$ cat src/rtl/riscky_lsu_pkg.sv
// ---------------------------------------------------------------------------
// riscky_lsu_pkg
// Shared types and helpers for the load/store unit memory controller.
//   lsu_state_e     : controller FSM states
//   F3_*            : RV32I load/store funct3 encodings
//   is_misaligned() : alignment check for a byte offset and funct3
//   is_bad_funct3() : funct3 values that are not a legal load/store
//   lane_extract()  : pick the addressed byte/half/word and extend it
//   lane_merge()    : replace the addressed byte/half inside a word
// ---------------------------------------------------------------------------
package riscky_lsu_pkg;

    typedef enum logic [2:0] {
        ST_IDLE   = 3'd0,
        ST_LOAD   = 3'd1,
        ST_WRITE  = 3'd2,
        ST_RMW_RD = 3'd3,
        ST_RMW_WR = 3'd4,
        ST_RESP   = 3'd5
    } lsu_state_e;

    localparam logic [2:0] F3_B  = 3'b000;
    localparam logic [2:0] F3_H  = 3'b001;
    localparam logic [2:0] F3_W  = 3'b010;
    localparam logic [2:0] F3_BU = 3'b100;
    localparam logic [2:0] F3_HU = 3'b101;

    function automatic logic is_misaligned(input logic [1:0] off, input logic [2:0] f3);
        case (f3)
            F3_H, F3_HU: return off[0];
            F3_W:        return (off != 2'b00);
            default:     return 1'b0;
        endcase
    endfunction

    // Stores only have B/H/W forms; the unsigned encodings are illegal there.
    function automatic logic is_bad_funct3(input logic we, input logic [2:0] f3);
        if (we)
            return !(f3 == F3_B || f3 == F3_H || f3 == F3_W);
        else
            return !(f3 == F3_B || f3 == F3_H || f3 == F3_W || f3 == F3_BU || f3 == F3_HU);
    endfunction

    function automatic logic [31:0] lane_extract(input logic [31:0] word,
                                                 input logic [1:0]  off,
                                                 input logic [2:0]  f3);
        logic [31:0] s;
        s = word >> {off, 3'b000};
        case (f3)
            F3_B:    return {{24{s[7]}}, s[7:0]};
            F3_H:    return {{16{s[15]}}, s[15:0]};
            F3_W:    return word;
            F3_BU:   return {24'h0, s[7:0]};
            F3_HU:   return {16'h0, s[15:0]};
            default: return 32'h0;
        endcase
    endfunction

    function automatic logic [31:0] lane_merge(input logic [31:0] word,
                                               input logic [31:0] data,
                                               input logic [1:0]  off,
                                               input logic [2:0]  f3);
        logic [31:0] mask;
        logic [4:0]  sh;
        sh = {off, 3'b000};
        case (f3[1:0])
            2'b00:   mask = 32'h0000_00FF;
            2'b01:   mask = 32'h0000_FFFF;
            default: mask = 32'hFFFF_FFFF;
        endcase
        mask = mask << sh;
        return (word & ~mask) | ((data << sh) & mask);
    endfunction

endpackage

$ cat src/rtl/lsu_mem_ctrl_if.sv
// ---------------------------------------------------------------------------
// lsu_mem_ctrl_if
// Request/response handshake between the MEM stage and the LSU controller.
//   req_valid/req_ready/req_we/req_funct3/req_addr/req_wdata : request
//   rsp_valid/rsp_ready/rsp_rdata/rsp_err                    : response
// Modports: master (pipeline side), slave (controller side).
// ---------------------------------------------------------------------------
interface lsu_mem_ctrl_if;
    logic        req_valid;
    logic        req_ready;
    logic        req_we;
    logic [2:0]  req_funct3;
    logic [31:0] req_addr;
    logic [31:0] req_wdata;
    logic        rsp_valid;
    logic        rsp_ready;
    logic [31:0] rsp_rdata;
    logic        rsp_err;

    modport master (
        output req_valid, req_we, req_funct3, req_addr, req_wdata, rsp_ready,
        input  req_ready, rsp_valid, rsp_rdata, rsp_err
    );

    modport slave (
        input  req_valid, req_we, req_funct3, req_addr, req_wdata, rsp_ready,
        output req_ready, rsp_valid, rsp_rdata, rsp_err
    );
endinterface

$ cat src/rtl/lsu_byte_lane.sv
// ---------------------------------------------------------------------------
// lsu_byte_lane
// Combinational lane datapath.
//   mem_word    in  : word read from memory
//   store_data  in  : store data (rs2)
//   byte_off    in  : byte address bits [1:0]
//   funct3      in  : access size / signedness
//   load_data   out : extracted and extended load result
//   merged_word out : mem_word with the addressed byte/half replaced
// ---------------------------------------------------------------------------
module lsu_byte_lane
    import riscky_lsu_pkg::*;
(
    input  logic [31:0] mem_word,
    input  logic [31:0] store_data,
    input  logic [1:0]  byte_off,
    input  logic [2:0]  funct3,
    output logic [31:0] load_data,
    output logic [31:0] merged_word
);
    assign load_data   = lane_extract(mem_word, byte_off, funct3);
    assign merged_word = lane_merge(mem_word, store_data, byte_off, funct3);
endmodule

$ cat src/rtl/lsu_mem_ctrl.sv
// ---------------------------------------------------------------------------
// lsu_mem_ctrl
// Load/store initiator for a single-port, word-addressed data memory without
// byte enables. Sub-word stores use a read-modify-write sequence.
//   clk, rst_n  : clock, asynchronous active-low reset
//   bus         : lsu_mem_ctrl_if.slave request/response handshake
//   mem_addr    : word index into memory
//   mem_wdata   : word to write
//   mem_rw      : 1 = write at next clk edge, 0 = combinational read
//   mem_rdata   : memory read data
// Optional build macro: LSU_BOUNDS_CHECK_EN -- addresses at or beyond
// 4*MEM_DEPTH return an error instead of wrapping.
// ---------------------------------------------------------------------------
module lsu_mem_ctrl
    import riscky_lsu_pkg::*;
#(
    parameter int MEM_DEPTH = 1024
) (
    input  logic                clk,
    input  logic                rst_n,
    lsu_mem_ctrl_if.slave       bus,
    output logic [31:0]         mem_addr,
    output logic [31:0]         mem_wdata,
    output logic                mem_rw,
    input  logic [31:0]         mem_rdata
);
    localparam int IDX_W = $clog2(MEM_DEPTH);

    lsu_state_e  state_reg, state_next;
    logic [2:0]  funct3_reg;
    logic [1:0]  off_reg;
    logic [31:0] wdata_reg;

    logic [31:0] mem_addr_reg,  mem_addr_next;
    logic [31:0] mem_wdata_reg, mem_wdata_next;
    logic        mem_rw_reg,    mem_rw_next;
    logic        rsp_valid_reg, rsp_valid_next;
    logic [31:0] rsp_rdata_reg, rsp_rdata_next;
    logic        rsp_err_reg,   rsp_err_next;

    logic        accept;
    logic        req_err;
    logic [31:0] req_index;
    logic [31:0] load_data;
    logic [31:0] merged_word;

    assign bus.req_ready = (state_reg == ST_IDLE);
    assign accept        = bus.req_valid && bus.req_ready;
    // Upper address bits are dropped, so the byte address wraps modulo 4*MEM_DEPTH.
    assign req_index     = 32'(bus.req_addr[IDX_W+1:2]);

`ifdef LSU_BOUNDS_CHECK_EN
    assign req_err = is_bad_funct3(bus.req_we, bus.req_funct3)
                  || is_misaligned(bus.req_addr[1:0], bus.req_funct3)
                  || (bus.req_addr >= 32'(4 * MEM_DEPTH));
`else
    assign req_err = is_bad_funct3(bus.req_we, bus.req_funct3)
                  || is_misaligned(bus.req_addr[1:0], bus.req_funct3);
    logic [31-IDX_W-2:0] unused_addr_hi;
    assign unused_addr_hi = bus.req_addr[31:IDX_W+2];
`endif

    lsu_byte_lane u_lane (
        .mem_word    (mem_rdata),
        .store_data  (wdata_reg),
        .byte_off    (off_reg),
        .funct3      (funct3_reg),
        .load_data   (load_data),
        .merged_word (merged_word)
    );

    // State register
    always_ff @(posedge clk or negedge rst_n) begin
        if (!rst_n) state_reg <= ST_IDLE;
        else        state_reg <= state_next;
    end

    // Next-state logic
    always_comb begin
        state_next = state_reg;
        case (state_reg)
            ST_IDLE: begin
                if (accept) begin
                    if (req_err)                   state_next = ST_RESP;
                    else if (!bus.req_we)          state_next = ST_LOAD;
                    else if (bus.req_funct3 == F3_W) state_next = ST_WRITE;
                    else                           state_next = ST_RMW_RD;
                end
            end
            ST_LOAD:   state_next = ST_RESP;
            ST_WRITE:  state_next = ST_RESP;
            ST_RMW_RD: state_next = ST_RMW_WR;
            ST_RMW_WR: state_next = ST_RESP;
            ST_RESP:   if (bus.rsp_ready) state_next = ST_IDLE;
            default:   state_next = ST_IDLE;
        endcase
    end

    // Output logic: next values of the registered outputs. Strobes follow the
    // next state so they are valid for the whole cycle spent in that state.
    always_comb begin
        mem_addr_next  = mem_addr_reg;
        mem_wdata_next = mem_wdata_reg;
        rsp_rdata_next = rsp_rdata_reg;
        rsp_err_next   = rsp_err_reg;
        rsp_valid_next = (state_next == ST_RESP);
        mem_rw_next    = (state_next == ST_WRITE) || (state_next == ST_RMW_WR);
        case (state_reg)
            ST_IDLE: begin
                if (accept) begin
                    mem_addr_next  = req_index;
                    mem_wdata_next = bus.req_wdata;
                    rsp_rdata_next = 32'h0;
                    rsp_err_next   = req_err;
                end
            end
            ST_LOAD:   rsp_rdata_next = load_data;
            ST_RMW_RD: mem_wdata_next = merged_word;
            default: ;
        endcase
    end

    // Datapath and output registers
    always_ff @(posedge clk or negedge rst_n) begin
        if (!rst_n) begin
            funct3_reg    <= 3'b000;
            off_reg       <= 2'b00;
            wdata_reg     <= 32'h0;
            mem_addr_reg  <= 32'h0;
            mem_wdata_reg <= 32'h0;
            mem_rw_reg    <= 1'b0;
            rsp_valid_reg <= 1'b0;
            rsp_rdata_reg <= 32'h0;
            rsp_err_reg   <= 1'b0;
        end else begin
            if (accept) begin
                funct3_reg <= bus.req_funct3;
                off_reg    <= bus.req_addr[1:0];
                wdata_reg  <= bus.req_wdata;
            end
            mem_addr_reg  <= mem_addr_next;
            mem_wdata_reg <= mem_wdata_next;
            mem_rw_reg    <= mem_rw_next;
            rsp_valid_reg <= rsp_valid_next;
            rsp_rdata_reg <= rsp_rdata_next;
            rsp_err_reg   <= rsp_err_next;
        end
    end

    assign mem_addr      = mem_addr_reg;
    assign mem_wdata     = mem_wdata_reg;
    assign mem_rw        = mem_rw_reg;
    assign bus.rsp_valid = rsp_valid_reg;
    assign bus.rsp_rdata = rsp_rdata_reg;
    assign bus.rsp_err   = rsp_err_reg;
endmodule

$ cat src/flat_wrapper.sv
// flat-port wrapper written by rule: the top's interface ports become plain ports
module lsu_mem_ctrl_flat import riscky_lsu_pkg::*;
#(
    parameter int MEM_DEPTH = 1024
)
  (clk, rst_n, mem_addr, mem_wdata, mem_rw, mem_rdata, bus_req_valid, bus_req_we, bus_req_funct3, bus_req_addr, bus_req_wdata, bus_rsp_ready, bus_req_ready, bus_rsp_valid, bus_rsp_rdata, bus_rsp_err);
  lsu_mem_ctrl_if bus_i ();
  input  logic clk;
  input  logic rst_n;
  output logic [31:0] mem_addr;
  output logic [31:0] mem_wdata;
  output logic mem_rw;
  input  logic [31:0] mem_rdata;
  input wire logic [$bits(bus_i.req_valid)-1:0] bus_req_valid;
  input wire logic [$bits(bus_i.req_we)-1:0] bus_req_we;
  input wire logic [$bits(bus_i.req_funct3)-1:0] bus_req_funct3;
  input wire logic [$bits(bus_i.req_addr)-1:0] bus_req_addr;
  input wire logic [$bits(bus_i.req_wdata)-1:0] bus_req_wdata;
  input wire logic [$bits(bus_i.rsp_ready)-1:0] bus_rsp_ready;
  output wire logic [$bits(bus_i.req_ready)-1:0] bus_req_ready;
  output wire logic [$bits(bus_i.rsp_valid)-1:0] bus_rsp_valid;
  output wire logic [$bits(bus_i.rsp_rdata)-1:0] bus_rsp_rdata;
  output wire logic [$bits(bus_i.rsp_err)-1:0] bus_rsp_err;
  assign bus_i.req_valid = bus_req_valid;
  assign bus_i.req_we = bus_req_we;
  assign bus_i.req_funct3 = bus_req_funct3;
  assign bus_i.req_addr = bus_req_addr;
  assign bus_i.req_wdata = bus_req_wdata;
  assign bus_i.rsp_ready = bus_rsp_ready;
  assign bus_req_ready = bus_i.req_ready;
  assign bus_rsp_valid = bus_i.rsp_valid;
  assign bus_rsp_rdata = bus_i.rsp_rdata;
  assign bus_rsp_err = bus_i.rsp_err;
  lsu_mem_ctrl #(.MEM_DEPTH(MEM_DEPTH)) u_core (.clk(clk), .rst_n(rst_n), .bus(bus_i), .mem_addr(mem_addr), .mem_wdata(mem_wdata), .mem_rw(mem_rw), .mem_rdata(mem_rdata));
endmodule
$ cat config.mk
export PLATFORM = sky130hd
export DESIGN_NAME = lsu_mem_ctrl_flat
export DESIGN_NICKNAME = d
export VERILOG_FILES = /design/src/rtl/riscky_lsu_pkg.sv /design/src/rtl/lsu_mem_ctrl_if.sv /design/src/rtl/lsu_byte_lane.sv /design/src/rtl/lsu_mem_ctrl.sv /design/src/flat_wrapper.sv
export SDC_FILE = /design/constraint.sdc
export NUM_CORES = 1
export LEC_CHECK = 0
export ABC_AREA = 0
export CORE_ASPECT_RATIO = 1.1
export CORE_MARGIN = 2
export CORE_UTILIZATION = 69
export CTS_CLUSTER_SIZE = 12
export DETAILED_ROUTE_END_ITERATION = 8
export DONT_BUFFER_PORTS = 1
export GPL_TIMING_DRIVEN = 1
export PLACE_DENSITY = 0.85
export REMOVE_ABC_BUFFERS = 1
export SLEW_MARGIN = 15
export SYNTH_ARGS = -nofsm -noshare
export SYNTH_HDL_FRONTEND = slang
export SYNTH_SLANG_ARGS = --single-unit
$ cat constraint.sdc
create_clock -name clk -period 4.89 [get_ports clk]
set_clock_uncertainty 0.15 [all_clocks]
set_input_delay 0.489 -clock clk [delete_from_list [all_inputs] [get_ports clk]]
set_output_delay 0.489 -clock clk [all_outputs]
set_load 0.005 [all_outputs]
==> results.ini, run 1 <==
[worst_setup_path]
path_cells = buf_4 -> a211oi_1 -> a21oi_1 -> o21ai_0 -> o22ai_1
crit_buf_inv = 1
cp_data_arrival_time_ns = 3.38
cp.depth = 5
regToRegSetupSlack_ns = 1.79
cp-start-kind = register
critPathMaxFanout = 26
crit_path_top_delay_cell = dfrtp_1
end_kind = register
rr_startpoint = u_core.off_reg[0]
worstReg2RegEnd = u_core.mem_wdata[22]
path_delay_family = compound AO/OA/AOI/OAI gates
cp_data_required_time_ns = 5.17
cpPeakStageDelay_ns = 0.92
critPathKind = reg2reg
rr_worst_depth = 5

[clock_tree]
cts_resized = 0
numCtsBuffers = 17
clk_path_buf_depth = 2
ctsHoldBuffers = 65
cts_setup_buffers = 0
clock_latency_ns = 0.51
htree_num_levels = 4
cts_tree = built
clkTransAtPathRegs_ns = 0.06
numClockSinks = 117
cts_root_buf = clkbuf_8

[finish]
nets = 757
fill_cells = 394
final_cells = 777
n_antenna_cell = 0
layout-drive-gt1-share = 0.0976
area_growth_pct = 20.9

[synthesis]
yosysWarnings = 0
synth-seq-area-share = 0.494
ys.flop_type = dfrtp_1
synth_edf_count = 0
post_synth_num_cell_types = 43
synth_cells = 606
syn_avg_cell_area_um2 = 9.77
synth_area_um2 = 5920
synth-async-reset-ratio = 1.00
synth_seq_cells = 117

[die]
die_w_um = 92.3
start_util = 0.708
coreArea_um2 = 8360
row_count = 35
die_area_um2 = 9340
fp.dieH_um = 101
io_pins = 204

[global_routing]
grt_start_max_net_pins = 118
antenna_found_initial = 0
overflow = 0
track_usage = 0.403
grt_pass1_vias = 5555
grt_pass1_wl_mm = 28.4

[routing]
wl_mm = 18.5
drt_iter0_drc = 432
vias_per_cell = 6.77
route.detailed.drc = 0
dr.pass1.iters = 5
wl_per_cell_um = 23.8
ant_nets = 0
vias = 5262

[placed_design]
place_inst = 679
place.detailed.hpwl_mm = 10.1
gp_congestion = 0.855
portBuffers = 0

[hold_path]
whs_path_depth = 2
min_to = u_core.bus.rsp_rdata[10]
hp-class = in2reg
hold_start = mem_rdata[10]

[sta]
relSlewSlack = 0.156
tightest_slew_ns = 1.27
hold_violations = 0
fin_crit_sh = 0.635
period_needed_ns = 3.10
max_clock_freq_ghz = 0.322
drv_slew = 0
setup_viol = 0
rsz0062_at_grt = false

[power_and_ir_drop]
irDropWorstVdd_mv = 0.404
powerDensity_nw_per_um2 = 686
p_leak_nw = 3.38
power.total_mw = 4.91

[status]
status = finished, final reports clean

[flow_run]
cap_violations = 0

## cells in the mapped netlist, drive strengths merged (2+ instances only)
cell type	n	area [um2]
nor2b	3	18.8
o211ai	23	173
a21oi	29	145
nor2	21	78.8
a211oi	19	143
inv	3	11.3
a31oi	2	12.5
and3	2	12.5
nor3	4	20.0
nand2b	3	18.8
a21o	12	90.1
mux2i	41	410
a221o	21	210
o21ai	14	70.1
o2bb2ai	7	61.3
dfrtp	117	2930
nand2	142	533
mux2	16	180
and2	16	100
a22oi	9	67.6
o22ai	9	56.3
clkbuf	34	128
or2	2	12.5
a32oi	8	70.1
buf	32	225
nand3	3	15.0
## logic make-up after synthesis
group                  count (synthesis)  share of synthesized area
AND/OR/NAND/NOR                      203                      0.146
flip-flops                           117                      0.494
buffers and inverters                 70                     0.0621
AO/OA/AOI/OAI                        157                      0.193
other                                  1                   0.000633
multiplexers                          58                      0.104
## stage by stage
stage	hold slack (ns)	utilization	setup slack [ns]	cell area [um2]	TNS (ns)
after floorplan	0.0434	-	-0.365	5650	-2.89
after global placement	0.0463	0.700	2.03	5860	0
after detailed placement	0.0457	0.700	1.95	5860	0
after CTS	0.000975	0.854	1.90	7150	0
after global routing	0.00729	0.856	1.68	7160	0
final	0.00832	0.856	1.79	7160	0
## placed cells by master, fill, tap and decap left out, types with 8 or more instances in the layout
cell,count
mux2_2,16
nor2_1,21
o21ai_0,13
and2_1,16
conb_1,22
a21o_1,12
nand2_1,142
o22ai_1,9
a32oi_1,8
clkbuf_16,16
a22oi_1,9
a211oi_1,19
a21oi_1,29
a221o_1,21
o211ai_1,23
dfrtp_1,116
dlygate4sd3_1,64
mux2i_1,41
## layer usage
metal	vias to the layer above	track usage	wire length (um)
met5	-	0	0
met4	0	0.240	891
met3	87	0.132	2010
met2	403	0.661	9080
met1	2552	0.465	6520
li1	2220	-	-
## power by group
part	leakage (nW)	internal, mW	total (mW)	switching [mW]
registers	1.47	1.42	1.92	0.503
logic	1.62	0.739	1.69	0.949
clock network	0.293	0.854	1.30	0.448
total	3.38	3.01	4.91	1.90
## worst max-delay path by stage
| stage | to | from | slack, ns |
|---|---|---|---|
| 2_1_floorplan | u_core.mem_wdata[6] | u_core.state_reg[1] | -0.36 |
| 3_3_place_gp | u_core.mem_wdata[23] | u_core.off_reg[0] | 2.03 |
| 3_5_place_dp | u_core.mem_wdata[23] | u_core.off_reg[0] | 1.95 |
| 4_1_cts | u_core.mem_wdata[22] | u_core.off_reg[0] | 1.90 |
| 5_1_grt | u_core.bus.rsp_rdata[13] | u_core.state_reg[0] | 1.68 |
| 6_report | u_core.mem_wdata[22] | u_core.off_reg[0] | 1.79 |
## layout make-up
| class | count | area [um2] | share of cell area |
|---|---|---|---|
| flip-flops and latches | 117 | 2930 | 0.409 |
| multi-input cells | 440 | 2720 | 0.380 |
| repair buffers | 73 | 736 | 0.103 |
| clock buffers | 20 | 445 | 0.0622 |
| clock inverters | 12 | 178 | 0.0248 |
| well taps | 111 | 139 | 0.0194 |
| inverters | 4 | 15.0 | 0.00210 |
No activity file was read; power rests on OpenSTA's default activity.
==> run 2, diff against run 1 <==
--- a/config.mk
+++ b/config.mk
@@ -8,12 +8,12 @@
 export ABC_AREA = 0
 export CORE_ASPECT_RATIO = 1.1
 export CORE_MARGIN = 2
-export CORE_UTILIZATION = 69
+export CORE_UTILIZATION = 64
 export CTS_CLUSTER_SIZE = 12
 export DETAILED_ROUTE_END_ITERATION = 8
 export DONT_BUFFER_PORTS = 1
 export GPL_TIMING_DRIVEN = 1
-export PLACE_DENSITY = 0.85
+export PLACE_DENSITY = 0.8
 export REMOVE_ABC_BUFFERS = 1
 export SLEW_MARGIN = 15
 export SYNTH_ARGS = -nofsm -noshare
==> constraint.sdc (replaced) <==
create_clock -name clk -period 3.15 [get_ports clk]
set_clock_uncertainty 0.15 [all_clocks]
set_input_delay 0.315 -clock clk [delete_from_list [all_inputs] [get_ports clk]]
set_output_delay 0.315 -clock clk [all_outputs]
set_load 0.005 [all_outputs]
==> results.ini, run 2 (synthesized netlist as in run 1, its figures left out) <==
[status]
status = finished, final reports clean

[routing]
vias_per_cell = 6.76  ; -0.15%
route.detailed.drc = 0  ; unchanged
wl_mm = 19.6  ; +5.6%
dr.pass1.iters = 7  ; +2
drt_iter0_drc = 538  ; +25%
wl_per_cell_um = 24.1  ; +1.2%
ant_nets = 0  ; unchanged
vias = 5484  ; +4.2%

[worst_setup_path]
critPathMaxFanout = 34  ; +31%
cp_data_arrival_time_ns = 3.07  ; -0.31 ns
crit_path_top_delay_cell = nor2b_1
crit_buf_inv = 2  ; +1
rr_startpoint = u_core.off_reg[1]
crit_start = u_core.off_reg[1]
regToRegSetupSlack_ns = 0.39  ; -1.39 ns
critPathKind = reg2reg
worstReg2RegEnd = u_core.bus.rsp_rdata[6]
cp_data_required_time_ns = 3.46  ; -1.71 ns
rr_worst_depth = 6  ; +1
end_kind = register
cp-start-kind = register
path_delay_family = buffers and inverters
cpPeakStageDelay_ns = 0.69  ; -0.23 ns
path_cells = buf_4 -> nor2b_1 -> o2bb2ai_1 -> and2_1 -> a221o_1 -> dlygate4sd3_1

[global_routing]
grt_pass1_vias = 5565  ; +0.18%
grt_start_max_net_pins = 118  ; unchanged
track_usage = 0.398  ; -0.00537
overflow = 0  ; unchanged
grt_pass1_wl_mm = 29.8  ; +4.8%
antenna_found_initial = 0  ; unchanged

[power_and_ir_drop]
p_seq_frac = 0.376  ; -0.015
sw_frac_of_total = 0.389  ; +0.00225
irDropWorstVdd_mv = 0.609  ; +51%
pwr-share-clk = 0.243  ; -0.022
p_leak_nw = 3.51  ; +3.9%
internal_power_mw = 4.65  ; +54%
pwr-share-comb = 0.381  ; +0.037
p_switching_mw = 2.96  ; +56%
powerDensity_nw_per_um2 = 1030  ; +50%

[sta]
drv_slew = 0  ; unchanged
fin_crit_sh = 0.875  ; +0.240
layout_setup_ws_ns = 0.395  ; -1.39 ns
period_needed_ns = 2.76  ; -0.348 ns
relSlewSlack = 0.229  ; +0.0729
max_clock_freq_ghz = 0.363  ; +13%
hold_violations = 0  ; unchanged
rsz0062_at_grt = false
setup_viol = 0  ; unchanged
holdWs_ns = 0.0193  ; +0.0110 ns
tightest_slew_ns = 1.15  ; -0.113 ns

[clock_tree]
cts_tree = built
numCtsBuffers = 17  ; unchanged
cts_setup_buffers = 0  ; unchanged
htree_num_levels = 4  ; unchanged
clkTransAtPathRegs_ns = 0.06  ; about the same
numClockSinks = 117  ; unchanged
clk_path_buf_depth = 2  ; unchanged
clock_latency_ns = 0.53  ; +0.02 ns
cts_root_buf = clkbuf_8

[die]
coreArea_um2 = 8920  ; +6.6%
die_area_um2 = 10000  ; +7.5%
start_util = 0.664  ; -0.0440
die_w_um = 95.7  ; +3.7%
io_pins = 204  ; unchanged
fp.dieH_um = 105  ; +3.7%
row_count = 36  ; +2.9%

[placed_design]
placed_area_um2 = 5930  ; +1.3%
portBuffers = 0  ; unchanged
place.detailed.hpwl_mm = 10.8  ; +7.5%
dp_slack_ns = 0.703  ; -1.24 ns
gp_congestion = 0.859  ; +0.41%

[finish]
fin_util = 0.830  ; -0.0267
nets = 789  ; +4.2%
layout-drive-gt1-share = 0.100  ; +0.00283
final_cell_mix = nand2_1 (142), dfrtp_1 (116), dlygate4sd3_1 (87)
area_growth_pct = 24.9
final_common_cell = nand2_1
fill_cells = 486  ; +23%
design_area_um2 = 7400  ; +3.3%
n_antenna_cell = 0  ; unchanged

[hold_path]
hp-class = in2reg
hold_start = mem_rdata[17]
whs_path_depth = 3  ; +1
min_to = u_core.bus.rsp_rdata[1]

[flow_run]
cap_violations = 0  ; unchanged

==> run 2: stage by stage <==
stage / TNS, ns / power [mW] / std cells
after floorplan: -108.99 / 4.53 / 561
after global placement: 0 / 5.27 / 692
after detailed placement: 0 / 5.41 / 692
after CTS: 0 / 7.43 / 811
after global routing: 0 / 7.97 / 811
final: 0 / 7.60 / 811
==> run 2: area by class of cell <==
class,instances,area (um2),share of cell area
Multi-Input combinational cell,440,2720,0.368
Tap cell,114,143,0.0193
Inverter,4,15.0,0.00203
Timing Repair Buffer,105,1030,0.139
Clock buffer,28,526,0.0710
Sequential cell,117,2930,0.396
Clock inverter,3,40.0,0.00541
==> run 2: timing repair <==
action                                 CTS  global route
endpoints found under the hold margin  230             0
gates resized for setup                  0             0
hold buffers                            88             0
==> run 2: worst max path at each step <==
stage / end / slack [ns] / depth (start not counted)
after floorplan: u_core.mem_wdata[6] / -2.10 / 4
after detailed placement: u_core.bus.rsp_rdata[15] / 0.70 / 5
after global placement: u_core.bus.rsp_rdata[10] / 0.76 / 5
final: u_core.bus.rsp_rdata[6] / 0.39 / 6
after CTS: u_core.bus.rsp_rdata[6] / 0.48 / 6
after global routing: u_core.bus.rsp_rdata[3] / 0.27 / 6
==> run 2: worst register-to-register path: stages (launching register included) <==
cell	delay [ns]
dfrtp_2	0.37
buf_4	0.45
nor2b_1	0.70
o2bb2ai_1	0.17
and2_1	0.16
a221o_1	0.12
dlygate4sd3_1	0.56
==> run 2: metal layers <==
layer,track usage,vias to the layer above,share of wire
met5,0,-,0
met4,0.196,0,0.048
met3,0.136,106,0.12
met2,0.629,449,0.49
met1,0.480,2635,0.35
li1,-,2294,-
==> run 2: power groups by stage <==
stage | registers (mW) | clock network [mW] | logic, mW
5_1_grt | 2.94 | 1.92 | 3.11
3_3_place_gp | 2.81 | 0 | 2.46
2_1_floorplan | 2.75 | 0 | 1.78
6_report | 2.86 | 1.85 | 2.90
3_5_place_dp | 2.84 | 0 | 2.57
4_1_cts | 2.83 | 1.83 | 2.77
